$ cat config.mk
export PLATFORM = sky130hd
export DESIGN_NAME = mealyseq_sched
export DESIGN_NICKNAME = d
export VERILOG_FILES = /design/src/rtl/mealyseq_sched.sv
export SDC_FILE = /design/constraint.sdc
export NUM_CORES = 1
export LEC_CHECK = 0
export CORE_MARGIN = 4
export CORE_UTILIZATION = 30
export DETAILED_ROUTE_END_ITERATION = 6
export HOLD_SLACK_MARGIN = 0.15
export PLACE_DENSITY = 0.68
export SETUP_SLACK_MARGIN = 0.2
export SLEW_MARGIN = 20
export SYNTH_ARGS = -nofsm -noshare
export SYNTH_HDL_FRONTEND = slang
export SYNTH_SLANG_ARGS = --single-unit
$ cat constraint.sdc
create_clock -name clk -period 3 [get_ports clk]
set_input_delay 0.3 -clock clk [delete_from_list [all_inputs] [get_ports clk]]
set_output_delay 0.3 -clock clk [all_outputs]
set_load 0.05 [all_outputs]
$ cat src/rtl/mealyseq_sched.sv
// Overlapping "1001" Mealy detector time-shared by N serial streams through a round-robin arbiter.
// Optional saturating hit counter is built when MEALYSEQ_SCHED_HITCNT_EN is defined.
module mealyseq_sched #(
    parameter int N     = 4,
    parameter int CH_W  = 2,
    parameter int CNT_W = 16
) (
    input  logic             clk,
    input  logic             rst_n,
    input  logic [N-1:0]     req,
    input  logic [N-1:0]     bit_in,
    input  logic [N-1:0]     clr,
    output logic [N-1:0]     gnt,
    output logic             hit,
    output logic [CH_W-1:0]  hit_ch,
    output logic [CNT_W-1:0] hit_count
);

    typedef enum logic [1:0] {
        S0 = 2'd0,  // idle
        S1 = 2'd1,  // got "1"
        S2 = 2'd2,  // got "10"
        S3 = 2'd3   // got "100"
    } st_t;

    // Handshake: bit_in[k] is offered while req[k]=1 and is consumed at the
    // rising edge where gnt[k]=1; a channel under clr is never granted.
    st_t             ctx [N];
    logic [CH_W-1:0] ptr;
    logic [N-1:0]    eligible;
    logic            gvalid;
    logic [CH_W-1:0] gidx;
    logic [CH_W:0]   sum;
    logic [CH_W-1:0] cand;
    st_t             cur_st;
    st_t             nxt_st;
    logic            cur_bit;
    logic            match;

    assign eligible = req & ~clr;

    // First eligible channel at or above the pointer, wrapping N-1 -> 0.
    always_comb begin
        gnt    = '0;
        gvalid = 1'b0;
        gidx   = '0;
        sum    = '0;
        cand   = '0;
        for (int i = 0; i < N; i++) begin
            sum = {1'b0, ptr} + (CH_W+1)'(i);
            if (sum >= (CH_W+1)'(N))
                sum = sum - (CH_W+1)'(N);
            cand = sum[CH_W-1:0];
            if (!gvalid && eligible[cand]) begin
                gvalid = 1'b1;
                gidx   = cand;
            end
        end
        if (rst_n && gvalid)
            gnt[gidx] = 1'b1;
    end

    assign cur_st  = ctx[gidx];
    assign cur_bit = bit_in[gidx];

    always_comb begin
        nxt_st = S0;
        match  = 1'b0;
        case (cur_st)
            S0: nxt_st = cur_bit ? S1 : S0;
            S1: nxt_st = cur_bit ? S1 : S2;
            S2: nxt_st = cur_bit ? S1 : S3;
            S3: begin
                nxt_st = cur_bit ? S1 : S0;
                match  = gvalid & cur_bit;
            end
            default: nxt_st = S0;
        endcase
    end

    always_ff @(posedge clk or negedge rst_n) begin
        if (!rst_n) begin
            for (int k = 0; k < N; k++)
                ctx[k] <= S0;
            ptr    <= '0;
            hit    <= 1'b0;
            hit_ch <= '0;
        end else begin
            hit <= 1'b0;
            for (int k = 0; k < N; k++)
                if (clr[k])
                    ctx[k] <= S0;
            // A cleared channel is masked, so it can never also be gidx here.
            if (gvalid) begin
                ctx[gidx] <= nxt_st;
                ptr       <= (gidx == CH_W'(N-1)) ? '0 : gidx + 1'b1;
                if (match) begin
                    hit    <= 1'b1;
                    hit_ch <= gidx;
                end
            end
        end
    end

`ifdef MEALYSEQ_SCHED_HITCNT_EN
    logic [CNT_W-1:0] cnt_q;

    always_ff @(posedge clk or negedge rst_n) begin
        if (!rst_n)
            cnt_q <= '0;
        else if (match && (cnt_q != {CNT_W{1'b1}}))
            cnt_q <= cnt_q + 1'b1;
    end

    assign hit_count = cnt_q;
`else
    assign hit_count = '0;
`endif

endmodule

==> run summary <==
outcome: completed
endpoint type of the worst setup path: flip-flop
die height: 68.3 um
Port Buffers: 20
Final ANT Viol Nets: 0
WS Path Type: in2reg
initial core utilization: 32.0%
final worst path period need: 2560 ps
vias in the first global route: 942
Hold-fix buffers, CTS: 0
Pwr per Cell Area: 559 nW/um^2
Setup violations, final: 0
num rows: 21
Leakage: 0.621 nW
CTS Buffer Depth: 2
Unique masters post-synth: 34
transition time at the pin with the least slew margin: 532 ps
Core Util, Final: 38.9%
Worst-path clk slew: 90 ps
area share of the largest cell type after synthesis: 29.8%
DRT Wirelength: 2600 um
Crit Path Max Fanout: 9
cell taking the most area after synthesis: dfrtp_1
final instance area: 1330 sq um
largest net degree at the start of global routing: 12
dpl hpwl: 2140 um
Reg2Reg Launch Point: ptr[1]$_DFFE_PN0N_
CTS buffer count: 3
Max VDD drop: 137 uV
setup_tns: 0 ps
first-pass GRT wire length: 4090 um
Placer Congestion: 0.890
initial antenna violation count: 0
reg-to-reg slack, setup: 540 ps
Reg2Reg Depth: 10
Worst path slowest cell: clkdlybuf4s50_1
delay of the slowest cell on the worst path: 480 ps
Final Hold Viols: 0
DRC: 0
Ports: 37
Post-CTS Resized: 0
GRT Util Overall: 11.9%
CTS tree: yes
via count: 912
synth top area cells: dfrtp_1 (30%), buf_4 (11%), ha_1 (8.0%)
nets: 172
Gate Count Post-Synth: 127
drt wl/cell: 13.3 um
Placed Instance Area: 1300 sq um
# Post-CTS Setup Buffers: 0
CP required: 3150 ps
worst path cell trace: clkdlybuf4s50_1 > nor2b_1 > o21ai_1 > a22oi_4 > inv_2 > nand2_1 > nand3_1 > and2_1 > ha_1 > nor2b_1 > o31ai_1
hold crit path type: in2async
Ys Warns: 0
Hold WS: 291 ps
DR iter-0 viols: 20
max_slew headroom: 64.4%
H-tree depth: 1
Final Max Tran Viols: 0
Syn-to-layout area delta: 21.6%
fraction of layout cells with a size suffix above 1: 12.7%
RSZ-0062 raised after global routing: false
CTS root buffer: clkbuf_4
DR vias/cell: 4.65
synthesized area per cell: 8.60 sq um
Core Box Area: 3420 sq um
ANT cells: 0
Clock Skew: 8.52 ps
Seq cells post-synth: 13
crit path DAT: 2710 ps
fmax: 391 MHz
die width: 68.3 um
most frequent CP cell: nor2b_1
commonest non-fill, non-tap cells in the layout: conb_1 (16), clkdlybuf4s50_1 (16), nand2_1 (15)
Mapped Area: 1090 sq um
register area share after synthesis: 29.8%
drt pass-1 iters: 4
Worst-Skew Late Latency: 280 ps
period utilisation layout: 85.3%
Sink Count: 13
final global-route overflow total: 0
Die Footprint: 4670 sq um
max-cap violations: 0
reg2reg end: hit_ch[1]$_DFFE_PN0P_
CP startpoint kind: primary input
[how the worst max path moves through the flow]
stage / startpoint / end / cells after the start
finish: req[3] / ctx[4]$_DFF_PN0_ / 11
global route: req[3] / ctx[6]$_DFF_PN0_ / 13
CTS: clr[0] / ctx[6]$_DFF_PN0_ / 11
detailed placement: clr[0] / ctx[6]$_DFF_PN0_ / 11
global placement: req[3] / ctx[6]$_DFF_PN0_ / 11
floorplan: ptr[1]$_DFFE_PN0N_ / hit_ch[1]$_DFFE_PN0P_ / 11
[layout make-up]
| cell class | count | area [sq um] |
|---|---|---|
| Fill cell | 355 | 2090 |
| Multi-Input combinational cell | 103 | 658 |
| Sequential cell | 13 | 325 |
| Timing Repair Buffer | 22 | 230 |
| Tap cell | 46 | 57.6 |
| Inverter | 8 | 30.0 |
| Clock buffer | 3 | 22.5 |
| Clock inverter | 1 | 5.00 |
[logic make-up after synthesis]
kind of cell	after synthesis	synth area share [%]
adder cells (fa/ha/maj)	7	8.02
buffers and inverters	26	15.1
flip-flops	13	29.8
AND/OR/NAND/NOR	50	23.6
AO/OA/AOI/OAI	27	19.8
other	1	0.343
multiplexers	3	3.32
[sequential cells by signal (all words and copies together), names as in the netlist]
signal,cells
ctx,8
hit,1
hit_ch,2
ptr,2
[cell usage after synthesis]
cell type  number
nand2b_4        1
nor4b_1         1
a21oi_1         3
o2bb2ai_1       1
nor2b_1         5
and2_1          2
o21ai_2         1
a211oi_2        1
a22oi_4         1
inv_1           7
inv_2           1
buf_6           1
mux2_4          1
ha_1            7
o21ai_0         3
nand2_1        15
mux2i_1         1
o31ai_1         8
nor2_1          8
nand3_1         8
o21ai_1         1
conb_1          1
dfrtp_1        13
nand4_1         1
buf_4          16
a211oi_4        1
a31oi_1         5
a21o_2          1
and3b_1         1
and3_1          4
mux2_2          1
clkbuf_1        1
nand2b_1        4
o311a_1         1
[metal layers]
| metal | wire, um | GRT usage (%) | vias to the layer above |
|---|---|---|---|
| met5 | 0 | 0 | - |
| met4 | 34 | 4.47 | 0 |
| met3 | 165 | 3.12 | 4 |
| met2 | 1270 | 21.4 | 25 |
| met1 | 1130 | 13.4 | 430 |
| li1 | - | - | 453 |
[where the power goes]
group          switching [W]  internal, W
clock              0.0000608    0.0000494
sequential         0.0000302     0.000215
combinational       0.000255     0.000133
total               0.000346     0.000397
[metrics by stage]
stage / std cells / total power [W] / setup WS [ps]
after floorplan: 142 / 0.000541 / 838
after global placement: 192 / 0.000627 / 216
after detailed placement: 192 / 0.000635 / 152
after CTS: 196 / 0.000750 / 442
after global routing: 196 / 0.000793 / 212
final: 196 / 0.000743 / 442
[critical path, delay by kind of cell]
family	cells	cell delay, ps
AND/OR/NAND/NOR	5	920
adder cells (fa/ha/maj)	1	270
buffers and inverters	2	640
AO/OA/AOI/OAI	3	570
Power figures use the tool's default switching activity.
